## config.mk

```make
export PLATFORM = sky130hd
export DESIGN_NAME = packet_check
export DESIGN_NICKNAME = d
export VERILOG_FILES = /design/src/rtl/packet_check.sv
export SDC_FILE = /design/constraint.sdc
export NUM_CORES = 1
export LEC_CHECK = 0
export ABC_AREA = 1
export BUFFER_PORTS_ARGS = -buffer_cell sky130_fd_sc_hd__buf_4
export CAP_MARGIN = 10
export CORE_MARGIN = 2
export CORE_UTILIZATION = 60
export DETAILED_ROUTE_END_ITERATION = 16
export GPL_ROUTABILITY_DRIVEN = 0
export HOLD_SLACK_MARGIN = 0.02
export PLACE_DENSITY = 0.95
export SLEW_MARGIN = 20
export SYNTH_ARGS = -nofsm -noshare
export SYNTH_HDL_FRONTEND = slang
export SYNTH_SLANG_ARGS = --single-unit
```

## constraint.sdc

```tcl
create_clock -name clk -period 7.66 [get_ports clk]
set_clock_uncertainty 0.15 [all_clocks]
set_input_delay 0.383 -clock clk [delete_from_list [all_inputs] [get_ports clk]]
set_output_delay 0.383 -clock clk [all_outputs]
set_load 0.005 [all_outputs]
```

## src/rtl/packet_check.sv

```systemverilog
`default_nettype none
// ============================================================================
//  Module      : packet_check
//  Description : AXI-Stream sink that checks the test-packet stream from the
//                packet generator. Per packet it verifies the length (taken
//                from an 8-entry table), the per-beat tkeep, the tlast
//                position and a rolling 16-bit data pattern replicated across
//                tdata. Counts good and bad packets, keeps sticky error flags
//                and can throttle tready with an LFSR to exercise upstream
//                backpressure.
//  Ports       : clk, reset          - clock, async active-high reset
//                start               - arm checker (sampled in IDLE only)
//                stall_en            - throttle tready with the LFSR
//                axis_in_*           - AXI-Stream slave (tdata/tkeep/tlast/
//                                      tvalid in, tready out)
//                packets_ok/bad      - saturating packet counters
//                err_flags           - sticky {length, keep, data} errors
//                busy                - checker is in RUN
//  Revision    : 1.0 - initial release
// ============================================================================
module packet_check #(
    parameter int DW = 128
) (
    input  logic              clk,
    input  logic              reset,
    input  logic              start,
    input  logic              stall_en,
    input  logic [DW-1:0]     axis_in_tdata,
    input  logic [DW/8-1:0]   axis_in_tkeep,
    input  logic              axis_in_tlast,
    input  logic              axis_in_tvalid,
    output logic              axis_in_tready,
    output logic [31:0]       packets_ok,
    output logic [31:0]       packets_bad,
    output logic [2:0]        err_flags,
    output logic              busy
);

    localparam int DB    = DW / 8;
    localparam int LANES = DW / 16;
    localparam int KW    = $clog2(DB);

    localparam logic [0:0] S_IDLE = 1'b0;
    localparam logic [0:0] S_RUN  = 1'b1;

    localparam logic [15:0] c_lfsr_seed = 16'hACE1;

    logic [0:0]     r_state;
    logic [0:0]     w_state_nxt;
    logic [15:0]    r_lfsr;
    logic [31:0]    r_ok;
    logic [31:0]    r_bad;
    logic [2:0]     r_err;
    logic [15:0]    r_exp_data;
    logic [2:0]     r_plen_idx;
    logic [12:0]    r_beat;
    logic           r_pkt_bad;

    // Packet length table, indexed by the packet sequence number mod 8
    function automatic logic [12:0] f_len(input logic [2:0] idx);
        case (idx)
            3'd0:    f_len = 13'd18;
            3'd1:    f_len = 13'd128;
            3'd2:    f_len = 13'd1021;
            3'd3:    f_len = 13'd205;
            3'd4:    f_len = 13'd12;
            3'd5:    f_len = 13'd127;
            3'd6:    f_len = 13'd329;
            default: f_len = 13'd256;
        endcase
    endfunction

    // ------------------------------------------------------------------
    // Expected shape of the current beat
    // ------------------------------------------------------------------
    logic [12:0]    w_len;
    logic [13:0]    w_len_rnd;
    logic [12:0]    w_exp_beats;
    logic [KW-1:0]  w_partial;
    logic           w_last_exp;
    logic [DB-1:0]  w_exp_keep;

    assign w_len       = f_len(r_plen_idx);
    assign w_len_rnd   = {1'b0, w_len} + 14'(DB - 1);
    assign w_exp_beats = 13'(w_len_rnd >> KW);
    assign w_partial   = w_len[KW-1:0];
    assign w_last_exp  = (r_beat == w_exp_beats);
    // Beats past the expected count also expect all ones
    assign w_exp_keep  = (w_last_exp && (w_partial != '0)) ?
                         ~({DB{1'b1}} << w_partial) : {DB{1'b1}};

    // Byte-wise data compare: a lane that is only half kept still checks
    // its kept byte, so comparisons are done per byte against the
    // little-endian halves of the expected 16-bit word.
    logic [DB-1:0]  w_byte_bad;

    for (genvar gi = 0; gi < LANES; gi++) begin : g_lane
        assign w_byte_bad[2*gi]   = w_exp_keep[2*gi] &&
                                    (axis_in_tdata[16*gi +: 8] != r_exp_data[7:0]);
        assign w_byte_bad[2*gi+1] = w_exp_keep[2*gi+1] &&
                                    (axis_in_tdata[16*gi+8 +: 8] != r_exp_data[15:8]);
    end

    logic w_data_err;
    logic w_keep_err;
    logic w_len_err;
    logic w_beat_err;
    logic w_accept;
    logic w_lfsr_fb;

    assign w_data_err = |w_byte_bad;
    assign w_keep_err = (axis_in_tkeep != w_exp_keep);
    // Missing tlast can only be seen once per packet: the beat counter
    // passes the expected count exactly once before the resync on tlast.
    assign w_len_err  = (axis_in_tlast && (r_beat < w_exp_beats)) ||
                        (!axis_in_tlast && w_last_exp);
    assign w_beat_err = w_data_err | w_keep_err | w_len_err;
    assign w_accept   = (r_state == S_RUN) && axis_in_tvalid && axis_in_tready;
    // Fibonacci taps 16,14,13,11
    assign w_lfsr_fb  = r_lfsr[15] ^ r_lfsr[13] ^ r_lfsr[12] ^ r_lfsr[10];

    // ------------------------------------------------------------------
    // FSM: state register
    // ------------------------------------------------------------------
    always_ff @(posedge clk or posedge reset) begin
        if (reset) begin
            r_state <= S_IDLE;
        end else begin
            r_state <= w_state_nxt;
        end
    end

    // FSM: next state. RUN is only left through reset.
    always_comb begin
        w_state_nxt = r_state;
        if ((r_state == S_IDLE) && start) begin
            w_state_nxt = S_RUN;
        end
    end

    // FSM: outputs
    always_comb begin
        axis_in_tready = 1'b0;
        busy           = 1'b0;
        if (r_state == S_RUN) begin
            busy           = 1'b1;
            axis_in_tready = stall_en ? (r_lfsr[0] | r_lfsr[1]) : 1'b1;
        end
    end

    // ------------------------------------------------------------------
    // Checker datapath
    // ------------------------------------------------------------------
    always_ff @(posedge clk or posedge reset) begin
        if (reset) begin
            r_lfsr     <= c_lfsr_seed;
            r_ok       <= '0;
            r_bad      <= '0;
            r_err      <= '0;
            r_exp_data <= '0;
            r_plen_idx <= '0;
            r_beat     <= '0;
            r_pkt_bad  <= 1'b0;
        end else if (r_state == S_IDLE) begin
            if (start) begin
                r_ok       <= '0;
                r_bad      <= '0;
                r_err      <= '0;
                r_exp_data <= 16'd1;
                r_plen_idx <= '0;
                r_beat     <= 13'd1;
                r_pkt_bad  <= 1'b0;
            end
        end else begin
            r_lfsr <= {r_lfsr[14:0], w_lfsr_fb};
            if (w_accept) begin
                r_exp_data <= r_exp_data + 16'd1;
                r_err      <= r_err | {w_len_err, w_keep_err, w_data_err};
                if (axis_in_tlast) begin
                    // Errors on the closing beat count toward this packet
                    if (r_pkt_bad || w_beat_err) begin
                        if (r_bad != '1) begin
                            r_bad <= r_bad + 32'd1;
                        end
                    end else if (r_ok != '1) begin
                        r_ok <= r_ok + 32'd1;
                    end
                    r_plen_idx <= r_plen_idx + 3'd1;
                    r_beat     <= 13'd1;
                    r_pkt_bad  <= 1'b0;
                end else begin
                    // Saturate so an endless packet never aliases back
                    // onto the expected last beat
                    if (r_beat != '1) begin
                        r_beat <= r_beat + 13'd1;
                    end
                    r_pkt_bad <= r_pkt_bad | w_beat_err;
                end
            end
        end
    end

    assign packets_ok  = r_ok;
    assign packets_bad = r_bad;
    assign err_flags   = r_err;

endmodule
`default_nettype wire

```

=== Yosys cells after proc, flatten, opt, wreduce, memory -nomap -nowiden ===
Cells that the tools add are included.

* $add $sub $neg: 6
* Magnitude comparators: 1
* Equality and inequality tests: 34
* Shift-type cells: 1
* Muxes and demuxes: 34
* Bitwise logic cells: 10
* Reduce and logical (&&, ||, !) cells: 34

{| class="wikitable"
|+ Operator list
! kind !! count
|-
| 2-to-1 mux 32 bit || 11
|-
| != test 8 bit || 16
|-
| case mux 10 bit (7 select lines) || 1
|-
| 2-to-1 mux 13 bit || 5
|-
| adder 32 x 1 -> 32 bit, second input constant || 2
|-
| 2-to-1 mux 16 bit || 4
|-
| != test 32 bit, second input constant || 2
|-
| logical AND 1 bit || 22
|-
| 2-to-1 mux 3 bit || 6
|-
| adder 16 x 1 -> 16 bit, second input constant || 1
|-
| != test 16 bit || 1
|-
| NOT 16 bit || 1
|-
| OR reduction 16 bit || 1
|-
| << shifter 16 x 4 -> 16 bit, first input constant || 1
|-
| adder 13 x 4 -> 14 bit, second input constant || 1
|-
| adder 13 x 1 -> 13 bit, second input constant || 1
|-
| equality test 13 x 10 -> 1 bit || 1
|-
| < comparator 13 x 10 -> 1 bit || 1
|-
| != test 13 bit, second input constant || 1
|-
| AND reduction 5 bit || 2
|-
| equality test 3 bit, second input constant || 3
|-
| != test 2 x 1 -> 1 bit, second input constant || 4
|-
| 2-to-1 mux 1 bit || 7
|-
| equality test 3 x 2 -> 1 bit, second input constant || 2
|-
| other kinds (15) || 23
|}

* Bits in registers: 117
* Input bits: 150
* Output and inout port bits: 69
* Word-level logic and storage cells: 129

=== Depth between registers and ports, before layout ===
Gate-level depths: netlist (run 1).

* Word-level depth: 15
* Gate-level depth with buffers: 29
* Depth with buffers taken out: 27

=== Worst setup path after synthesis (run 1) ===
Ideal clock, no wire load.

* Path kind: reg2reg
* Start point: reg r_plen_idx[1]
* End point: reg r_ok[13] (netlist: packets_ok[13])
* Setup time: 0.117 ns
* Data arrival time: 3.332 ns
* Required time: 7.393 ns
* Slack: 4.061 ns
* Cell stages (with the launch flop): 28
* Buffers on the path: 3
* Clock period less this slack: 3.599 ns
* Cells stage by stage: dfrtp_1 ha_1 ha_1 nand3b_1 nand2_2 nand3_2 buf_6 and3_1 ha_1 inv_1 nor2_1 nand2_1 nor2_8 nand3_2 buf_6 nand2_1 nand2_1 inv_2 nand2_1 nor2_1 nand2_1 nor2_2 nand3_1 nand2_2 nand2_4 buf_6 nand2_1 nand2_1

* Word-level cells in the longest chain between the ends: 13
* Elaborated cells on any way between the ends: 42
* Classes of those cells: add/sub (1); order compare (1); eq/ne (9); shift (1); mux (2); bitwise (3); reduce/logical (25)

{| class="wikitable"
|+ RTL lines
! item !! line !! text
|-
| start, declared || 55 || <nowiki>logic [2:0] r_plen_idx;</nowiki>
|-
| start signal, assigned || 188 || <nowiki>r_plen_idx <= r_plen_idx + 3'd1;</nowiki>
|-
| equality test 3 bit, or another cell as far along || 61 || <nowiki>case (idx)</nowiki>
|-
| case mux 10 bit (7 select lines) (*) || 61 ||
|-
| adder 13 x 4 -> 14 bit || 84 || <nowiki>assign w_len_rnd = {1'b0, w_len} + 14'(DB - 1);</nowiki>
|-
| equality test 13 x 10 -> 1 bit || 87 || <nowiki>assign w_last_exp = (r_beat == w_exp_beats);</nowiki>
|-
| logical AND 1 bit || 89 || <nowiki>assign w_exp_keep = (w_last_exp && (w_partial != '0)) ?</nowiki>
|-
| 2-to-1 mux 16 bit || 89 ||
|-
| logical AND 1 bit (on tied branches) || 98, 100 ||
|-
| OR reduction 16 bit || 111 || <nowiki>assign w_data_err = |w_byte_bad;</nowiki>
|-
| OR 1 bit || 117 || <nowiki>assign w_beat_err = w_data_err | w_keep_err | w_len_err;</nowiki>
|-
| OR 1 bit (*) || 117 ||
|-
| logical OR 1 bit (*) || 181 || <nowiki>if (r_pkt_bad || w_beat_err) begin</nowiki>
|-
| != test 2 bit (no line) (*) || -- ||
|-
| AND reduction 5 bit (no line) (*) || -- ||
|-
| end signal, assigned || 186 || <nowiki>r_ok <= r_ok + 32'd1;</nowiki>
|-
| end, declared || 51 || <nowiki>logic [31:0] r_ok;</nowiki>
|}

Mark *: on every way between the ends. The rest lies on a longest branch, timed or not.
A chain may end at the register's enable or synchronous reset.

=== Final worst setup path (run 1) ===
* Start point: reg r_plen_idx[0]
* End point: reg r_ok[18] (netlist: packets_ok[18])

Same word-level chain as after synthesis.

==> impl_metrics.yaml, run 1 <==
clock_tree:
  cts_max_path_buffers: 2
  clock-sinks: 117
  htree_levels: 4
  cts_tree: "yes"
  cts_buffers: 17
  cts-root-buf: "clkbuf_16"
  cts.clk_slew.worst_paths_ns: 0.05
  cts_setup_buffers: 0
  insertion_delay_ns: 0.41
floorplan:
  dieArea_sq_mm: 0.01661
  rows: 45
  ios: 219
  initial_core_util: 0.6156
  fp.coreArea_sq_mm: 0.01520
  die_x_um: 128.9
  fp.dieH_um: 128.9
placed_design:
  pre_cts_slack_ns: 2.952
  dp_hpwl_mm: 20.35
  portBuffers: 218
  postPlaceCellArea_sq_mm: 0.01096
route:
  vias: 10030
  drt_iter0_markers: 1037
  drt.antenna.violating_nets: 0
  vias_per_cell: 5.650
  wl_mm: 28.75
  route.detailed.drc: 0
  dr.pass1.iters: 6
  wl_per_cell_um: 16.20
hold_path:
  hold_path.class: "in2reg"
global_routing:
  grt_util_all_layers: 0.3507
  grt_pass1_vias: 9384
  grt_pass1_wl_mm: 45.95
  grt_overflow_total: 0
  grt_antenna_before_repair: 1
  grt_max_degree: 70
synth:
  synth-seq-cells: 117
  yosys.cell_types.count: 45
  avgSynthCellArea_sq_um: 6.757
  synth_top_area_frac: 0.2914
  yosys_warnings: 0
  synth_edf_count: 0
  yosysTopAreaCell: "dfrtp_1"
  ys_seq_area_frac: 0.3139
  ys_async_sr_fraction: 1.000
  synth_area_sq_mm: 0.009359
  synthTopCellsByArea: "dfrtp_1 (29%), nand2_1 (18%), xnor2_1 (11%), nor2_1 (6.4%), nand3_1 (5.7%)"
  synthFlopType: "dfrtp_1"
  syn_inst: 1385
  syn_nets: 1552
power_and_ir_drop:
  powerDensity_mw_per_mm2: 192.7
  power.leakage_uw: 0.005722
  ir_drop_uv: 130.8
sta:
  rsz0062_at_grt: "false"
  tightest_slew_ns: 1.063
  finalMaxSlewViolations: 0
  setup_viol: 0
  fmax_ghz: 0.2073
  min_period_over_period: 0.6296
  whs_ns: 0.03254
  slew_headroom: 0.2886
  tns_ns: 0
  fin_crit_ns: 4.823
  hold_viol: 0
  setup_ws_ns: 2.837
critical_path:
  cp_slowest_stage_delay_ns: 0.50
  required_ns: 7.81
  crit_buf_inv: 2
  critPathMaxFanout: 33
  startpoint_type: "register"
  cp_common_cell: "nand2_1"
  path_cells: "ha_1, ha_1, nand3b_1, nand2_2, nand3_2, and3_1, ha_1, inv_1, nor2_1, nand2_1, nor2_8, nand3_2, inv_1, nand2_1, nand2_1, nand2_1, nor2_1, nand2_1, nor2_2, nand3_1, nand2_2, nand2_4, nand2_1, nand2_1"
  critPathTopFamily: "simple AND/OR/NAND/NOR gates"
  worst_ep_arrival_time_ns: 4.97
  crit_slowest_cell: "nand2_2"
  worstSetupEndpointType: "register"
  critPathKind: "reg2reg"
run:
  cap_violations: 0
layout:
  antennaDiodeCount: 0
  fill_cells: 1079
  fin_nets: 1741
  final_area_sq_mm: 0.01154
  layout-drive-gt1-share: 0.1808
  multi_input_area_sq_mm: 0.005655
  seqCellArea_sq_mm: 0.002938
  areaGrowthSynthToFinish_pct: 23.30
outcome:
  outcome: "completed"
==> layout by cell type, fill, tap and decap left out, types with 3 or more instances in the layout <==
master,Yosys,layout
a21oi_1,35,35
nand4_1,30,30
inv_1,116,114
nor3_1,47,47
nand2_4,6,6
clkbuf_8,0,3
nand3_1,106,106
nor4_1,8,8
o21ai_0,40,40
dfrtp_1,109,109
ha_1,17,17
nor2_1,159,158
a211oi_1,3,3
clkbuf_16,0,17
dfstp_2,8,8
inv_2,7,8
nand2_1,443,443
nor3b_1,8,8
clkbuf_1,11,8
o21a_1,3,3
a31oi_1,3,3
xnor2_1,115,115
buf_4,5,222
nand3_2,4,4
xor2_1,38,38
nand2_2,4,4
==> per-layer routing <==
layer	track usage	vias up	wire [um]
li1	-	4771	-
met1	0.4033	4541	10330
met2	0.5655	597	13450
met3	0.1131	117	3265
met4	0.2251	2	1696
met5	0	-	14
==> path summary, 6_finish.rpt <==
path                            depth (start not counted)  slack, ns          start             end
min in group asynchronous                               3       0.48          reset       r_lfsr[1]
worst min-delay path                                    3       0.03          start         r_state
worst min register to register                          2       0.31      r_lfsr[6]       r_lfsr[6]
worst max register to register                         24       2.84  r_plen_idx[0]  packets_ok[18]
max in group asynchronous                               4       5.60          reset  packets_ok[17]
worst max-delay path                                   24       2.84  r_plen_idx[0]  packets_ok[18]
==> layout make-up <==
cell class	instances	area share
timing repair buffer	223	0.1453
inverter	124	0.04055
clock inverter	4	0.006072
tap	188	0.02038
multi-input combinational	1091	0.4901
sequential	117	0.2546
clock buffer	28	0.04304
==> sequential cells by signal (all words and copies together) (netlist names) <==
register and flops:
r_plen_idx 3, r_exp_data 16, packets_bad 32, r_state 1, r_beat 13, packets_ok 32, r_pkt_bad 1, err_flags 3
r_lfsr 16
==> report_power, final <==
group | switching (uW) | total (uW) | internal (uW)
Clock | 263 | 766 | 503
Combinational | 383 | 683 | 299
Sequential | 120 | 775 | 655
==> synthesized netlist by cell type, types with 5 or more instances <==
cell type / instances
a21oi_1: 35
buf_1: 5
buf_2: 24
buf_4: 5
buf_6: 8
clkbuf_1: 11
dfrtp_1: 109
dfstp_2: 8
ha_1: 17
inv_1: 116
inv_2: 7
nand2_1: 443
nand2_4: 6
nand3_1: 106
nand4_1: 30
nor2_1: 159
nor3_1: 47
nor3b_1: 8
nor4_1: 8
o21ai_0: 40
xnor2_1: 115
xor2_1: 38
==> kinds of logic (layout without fill, tap and decap cells) <==
| family | after synthesis | count (layout) | share of synthesized area |
|---|---|---|---|
| AOI/OAI and AO/OA | 92 | 92 | 0.05334 |
| buffers and inverters | 177 | 379 | 0.08262 |
| DFF | 117 | 117 | 0.3139 |
| other | 1 | 1 | 0.0004007 |
| adders and majority gates | 17 | 17 | 0.02273 |
| and+or+nand+nor | 828 | 828 | 0.3838 |
| xor gates and xnor gates | 153 | 153 | 0.1432 |
==> tightest hold or removal path, stage by stage <==
cell     delay [ns]
buf_4          0.08
inv_1          0.04
nand2_1        0.05
==> stage by stage <==
stage,power [uW],util,instances
2_1_floorplan,1245,-,1385
3_3_place_gp,1398,0.7212,1742
3_5_place_dp,1435,0.7212,1742
4_1_cts,2209,0.7591,1775
5_1_grt,2343,0.7591,1775
6_report,2224,0.7591,1775
==> timing repair <==
| action | CTS | global route |
|---|---|---|
| resized for setup | 0 | 0 |
| hold endpoints to repair | 45 | 0 |
| endpoints found under the setup margin | 0 | 0 |
| hold buffers | 1 | 0 |
(Power assumes the default switching activity.)
==> inputs of run 2 (changes only) <==
--- a/config.mk
+++ b/config.mk
@@ -9,11 +9,11 @@
 export BUFFER_PORTS_ARGS = -buffer_cell sky130_fd_sc_hd__buf_4
 export CAP_MARGIN = 10
 export CORE_MARGIN = 2
-export CORE_UTILIZATION = 60
+export CORE_UTILIZATION = 50
 export DETAILED_ROUTE_END_ITERATION = 16
 export GPL_ROUTABILITY_DRIVEN = 0
 export HOLD_SLACK_MARGIN = 0.02
-export PLACE_DENSITY = 0.95
+export PLACE_DENSITY = 0.89
 export SLEW_MARGIN = 20
 export SYNTH_ARGS = -nofsm -noshare
 export SYNTH_HDL_FRONTEND = slang
==> constraint.sdc (replaced) <==
create_clock -name clk -period 4.2 [get_ports clk]
set_clock_uncertainty 0.15 [all_clocks]
set_input_delay 0.21 -clock clk [delete_from_list [all_inputs] [get_ports clk]]
set_output_delay 0.21 -clock clk [all_outputs]
set_load 0.005 [all_outputs]
==> run 2 against run 1 <==
Against the previous run:
- combinational power is 93% higher
- clock-buffer cell count is 9 lower
- via count is 0.50% lower
- largest cell class unchanged
- non-clock buffer count is 13 higher
- clock power is 100% higher
- global-route usage is 6.8 points lower
- largest power group is now the clock network
- fmax is 23% higher
- core utilization is 12 points lower
- highest routed layer is now met4
- flip-flop and latch count stayed put
- sequential share of layout area is 0.59 points lower
- hold slack better by 0.076 ns
==> impl_metrics.yaml, run 2 (synthesis gave the netlist of run 1 again) <==
outcome:
  outcome: "completed"
global_routing:
  grt_use_met1: 0.3197
  grt_antenna_before_repair: 0
  grt_overflow_total: 0
  grt_max_degree: 67
  grt_util_all_layers: 0.2828
  busiest_layer: "met2"
  grt_pass1_vias: 9574
  grt_pass1_wl_mm: 45.49
  grt_use_met3: 0.06318
  use_met2: 0.4999
floorplan:
  die_x_um: 140.8
  fp.coreArea_sq_mm: 0.01852
  dieArea_sq_mm: 0.01983
  initial_core_util: 0.5054
  fp.dieH_um: 140.8
  rows: 50
  ios: 219
sta:
  tns_ns: 0
  min_period_over_period: 0.9339
  tightest_slew_ns: 0.7624
  hold_viol: 0
  setup_viol: 0
  fmax_ghz: 0.2549
  finalMaxSlewViolations: 0
  slew_headroom: 0.4918
  whs_ns: 0.1085
  fin_crit_ns: 3.922
clock_tree:
  cts_buffers: 17
  cts-root-buf: "clkbuf_16"
  cts_max_path_buffers: 2
  insertion_delay_ns: 0.42
  cts.clk_slew.worst_paths_ns: 0.06
  cts_tree: "yes"
  htree_levels: 4
  clock-sinks: 117
power_and_ir_drop:
  p_sw_uw: 1468
  ir_drop_uv: 305.1
  p_seq_frac: 0.327
  powerDensity_mw_per_mm2: 358.0
  internal_power_uw: 2760
  power.leakage_uw: 0.005798
  finalPower_uw: 4229
  clkPwrFrac: 0.361
  p_sw_frac: 0.3472
  comb_power_share: 0.311
layout:
  final_common_cell: "nand2_1"
  antennaDiodeCount: 0
  areaGrowthSynthToFinish_pct: 26.20
  fill_cells: 1554
  seqCellArea_sq_mm: 0.002938
  layout-drive-gt1-share: 0.1925
  fin_nets: 1754
  final_cell_mix: "nand2_1 (443), buf_4 (230), nor2_1 (156)"
  multi_input_area_sq_mm: 0.005690
  post-route-util: 0.6378
route:
  route.detailed.drc: 0
  vias: 9978
  dr.pass1.iters: 5
  vias_per_cell: 5.441
  drt.antenna.violating_nets: 0
  wl_per_cell_um: 15.57
  wl_mm: 28.55
  drt_iter0_markers: 721
critical_path:
  worst_ep_arrival_time_ns: 4.12
  critPathMaxFanout: 32
  path_cells: "ha_1, ha_1, nand3b_1, nand2_2, nand3_2, and3_1, ha_1, inv_1, nor2_1, nand2_1, nor2_8, buf_6, nand3_1, xor2_1, nor2_1, nand2_1, nor2_4, nand3_1, nand2_2, buf_12, nand3b_1, nand2_1"
  startpoint_type: "register"
  crit_slowest_cell: "dfrtp_1"
  worstSetupEndpointType: "register"
  cp_slowest_stage_delay_ns: 0.42
  required_ns: 4.40
  critPathKind: "reg2reg"
placed_design:
  dp_hpwl_mm: 20.94
  portBuffers: 218
hold_path:
  hold_path.class: "in2reg"
run:
  cap_violations: 0
## run 2: cell count changes in the layout (fill, tap and decap cells not counted), sizes merged
cell         before  now
dlygate4sd3       1    3
clkinvlp          0    3
bufinv            2    3
clkbuf           28   19
clkinv            3    4
inv             123  127
buf             222  233
## run 2: per-layer routing
metal / wire length (um) / up-vias / part of all wire
met2: 14240 / 475 / 0.50
met3: 2368 / 92 / 0.083
li1: - / 4801 / -
met1: 10680 / 4610 / 0.37
met4: 1267 / 0 / 0.044
met5: 0 / - / 0
## run 2: power groups by stage
stage / Sequential (uW) / Combinational (uW) / Clock (uW)
6_report: 1380 / 1320 / 1530
5_1_grt: 1390 / 1470 / 1590
4_1_cts: 1380 / 1270 / 1540
3_5_place_dp: 1400 / 1250 / 0
3_3_place_gp: 1390 / 1210 / 0
2_1_floorplan: 1270 / 1000 / 0
## run 2: final timing paths
| path | startpoint | endpoint | slack [ns] | depth (start not counted) |
|---|---|---|---|---|
| min reg2reg | r_lfsr[5] | r_lfsr[5] | 0.31 | 2 |
| max | r_plen_idx[1] | packets_ok[1] | 0.28 | 22 |
| min in group asynchronous | reset | r_exp_data[5] | 0.36 | 3 |
| max reg2reg | r_plen_idx[1] | packets_ok[1] | 0.28 | 22 |
| max in group asynchronous | reset | r_lfsr[15] | 2.62 | 4 |
| min | axis_in_tvalid | r_plen_idx[2] | 0.11 | 3 |
## run 2: stage by stage
stage	std cells	area (sq um)	worst slack, ns
after floorplan	1385	9359	0.6008
after global placement	1796	11090	0.2713
after detailed placement	1796	11090	0.08342
after CTS	1831	11750	0.06049
after global routing	1834	11810	-0.03517
final	1834	11810	0.2776
## run 2: cell type report
cell class,count,area share
Timing Repair Buffer,236,0.1523
Multi-Input combinational cell,1091,0.4818
Clock inverter,13,0.01441
Tap cell,234,0.02479
Inverter,124,0.03962
Clock buffer,19,0.03835
Sequential cell,117,0.2487
## run 2: repair_timing
action / CTS / global route
resized for setup: 0 / 8
hold buffers: 3 / 0
setup buffers: 0 / 3
endpoints found under the hold margin: 56 / 0
setup endpoints to repair: 0 / 64
## run 2: critical path, delay by kind of cell (launching register included)
| kind | cells | cell delay [ns] |
|---|---|---|
| DFF | 1 | 0.42 |
| adders and majority gates | 3 | 0.71 |
| xor gates and xnor gates | 1 | 0.17 |
| and+or+nand+nor | 15 | 1.99 |
| buffers and inverters | 3 | 0.42 |
==> inputs of run 3 (changes only) <==
--- a/config.mk
+++ b/config.mk
@@ -8,8 +8,10 @@
 export ABC_AREA = 1
 export BUFFER_PORTS_ARGS = -buffer_cell sky130_fd_sc_hd__buf_4
 export CAP_MARGIN = 10
+export CELL_PAD_IN_SITES_DETAIL_PLACEMENT = 1
+export CELL_PAD_IN_SITES_GLOBAL_PLACEMENT = 2
 export CORE_MARGIN = 2
-export CORE_UTILIZATION = 50
+export CORE_UTILIZATION = 27
 export DETAILED_ROUTE_END_ITERATION = 16
 export GPL_ROUTABILITY_DRIVEN = 0
 export HOLD_SLACK_MARGIN = 0.02
==> run 3 against run 2 <==
Against the previous run:
- clock-buffer cell count unchanged
- sequential power rose by 4%
- combinational power is essentially flat
- final cell count up 13%
- first-iteration DRC count decreased by 34%
==> impl_metrics.yaml, run 3 (synthesis gave the netlist of run 1 again) <==
placed_design:
  dp_hpwl_mm: 26.87
  pre_cts_slack_ns: -0.07789
  postPlaceCellArea_sq_mm: 0.01141
  portBuffers: 218
floorplan:
  fp.dieH_um: 190.2
  dieArea_sq_mm: 0.03617
  die_x_um: 190.2
  rows: 68
  initial_core_util: 0.2723
  fp.coreArea_sq_mm: 0.03437
  ios: 219
layout:
  final_area_sq_mm: 0.01227
  final_cell_mix: "nand2_1 (442), buf_4 (239), nor2_1 (157)"
  areaGrowthSynthToFinish_pct: 31.12
  fin_nets: 1767
  final_common_cell: "nand2_1"
  layout-drive-gt1-share: 0.2009
  antennaDiodeCount: 0
  fill_cells: 4390
clock_tree:
  cts_buffers: 17
  cts_tree: "yes"
  cts.clk_slew.worst_paths_ns: 0.06
  clock-sinks: 117
  cts_max_path_buffers: 2
  insertion_delay_ns: 0.42
  cts-root-buf: "clkbuf_16"
  htree_levels: 4
critical_path:
  r2r_cells: 25
  critPathTopFamily: "simple AND/OR/NAND/NOR gates"
  required_ns: 4.35
  r2r_slack_ns: 0.27
  startpoint_type: "register"
  worstSetupEndpointType: "register"
  critPathMaxFanout: 11
  crit_buf_inv: 4
  cp_slowest_stage_delay_ns: 0.40
  critPathKind: "reg2reg"
  cp_common_cell: "nand2_1"
  crit_slowest_cell: "dfrtp_1"
  worst_ep_arrival_time_ns: 4.08
  cp_num_cells: 25
sta:
  tightest_slew_ns: 0.7699
  fmax_ghz: 0.2546
  slew_headroom: 0.4867
  setup_viol: 0
  tns_ns: 0
  fin_crit_ns: 3.928
  min_period_over_period: 0.9353
  setup_ws_ns: 0.2715
  whs_ns: 0.1224
  hold_viol: 0
  finalMaxSlewViolations: 0
power_and_ir_drop:
  comb_power_share: 0.305
  powerDensity_mw_per_mm2: 360.2
  internal_power_uw: 2872
  p_seq_frac: 0.325
  p_sw_frac: 0.3503
  ir_drop_uv: 283.5
  power.leakage_uw: 0.005908
  p_sw_uw: 1548
  finalPower_uw: 4420
  clkPwrFrac: 0.370
global_routing:
  grt_pass1_vias: 10060
  grt_overflow_total: 0
  grt_antenna_before_repair: 0
  grt_util_all_layers: 0.1928
  grt_max_degree: 77
  grt_pass1_wl_mm: 54.96
run:
  cap_violations: 0
route:
  vias_per_cell: 4.780
  wl_mm: 35.44
  drt.antenna.violating_nets: 0
  wl_per_cell_um: 17.14
  vias: 9886
  dr.pass1.iters: 4
  drt_iter0_markers: 479
  route.detailed.drc: 0
hold_path:
  hold_path.class: "in2reg"
  hold_depth: 3
outcome:
  outcome: "completed"
[run 3: power by group through the flow]
stage	Clock, uW	Sequential (uW)	Combinational (uW)
2_1_floorplan	0	1270	1000
3_3_place_gp	0	1450	1250
3_5_place_dp	0	1450	1290
4_1_cts	1660	1430	1310
5_1_grt	1710	1450	1510
6_report	1640	1440	1350
[run 3: worst paths after layout]
path                           startpoint               to
setup reg to reg            r_plen_idx[0]  packets_bad[30]
max in group asynchronous           reset        r_lfsr[0]
hold reg to reg                 r_lfsr[7]        r_lfsr[7]
min in group asynchronous           reset    r_exp_data[0]
setup / recovery            r_plen_idx[0]  packets_bad[30]
hold / removal             axis_in_tvalid    r_plen_idx[2]
[run 3: area by class of cell]
type	count	area [sq um]	share of cell area
Clock buffer	19	442.9	0.03609
Clock inverter	13	205.2	0.01672
Inverter	124	470.5	0.03834
Multi-Input combinational cell	1092	5722	0.4663
Sequential cell	117	2938	0.2394
Tap cell	455	569.3	0.04639
Timing Repair Buffer	248	1924	0.1568
[run 3: worst min-delay path, cell delays in order]
cell	delay, ns
buf_4	0.11
nand2_1	0.21
o32ai_1	0.11
[run 3: metrics by stage]
stage          std cells    util
2_1_floorplan       1385       -
3_3_place_gp        2024  0.3319
3_5_place_dp        2024  0.3319
4_1_cts             2059  0.3523
5_1_grt             2068  0.3570
6_report            2068  0.3570
[run 3: timing repair]
action	CTS	global route
setup endpoints to repair	32	65
hold buffers	3	0
gates cloned	0	2
endpoints found under the hold margin	70	0
resized for setup	3	16
buffers inserted	0	7
pin swaps	0	4
[run 3: per-layer routing]
| layer | track usage | routed length (um) | part of all wire | vias to the layer above |
|---|---|---|---|---|
| met5 | 0 | 0 | 0 | - |
| met4 | 0.04800 | 575 | 0.016 | 0 |
| met3 | 0.03247 | 1862 | 0.053 | 33 |
| met2 | 0.3366 | 17210 | 0.49 | 252 |
| met1 | 0.2466 | 15790 | 0.45 | 4778 |
| li1 | - | - | - | 4823 |
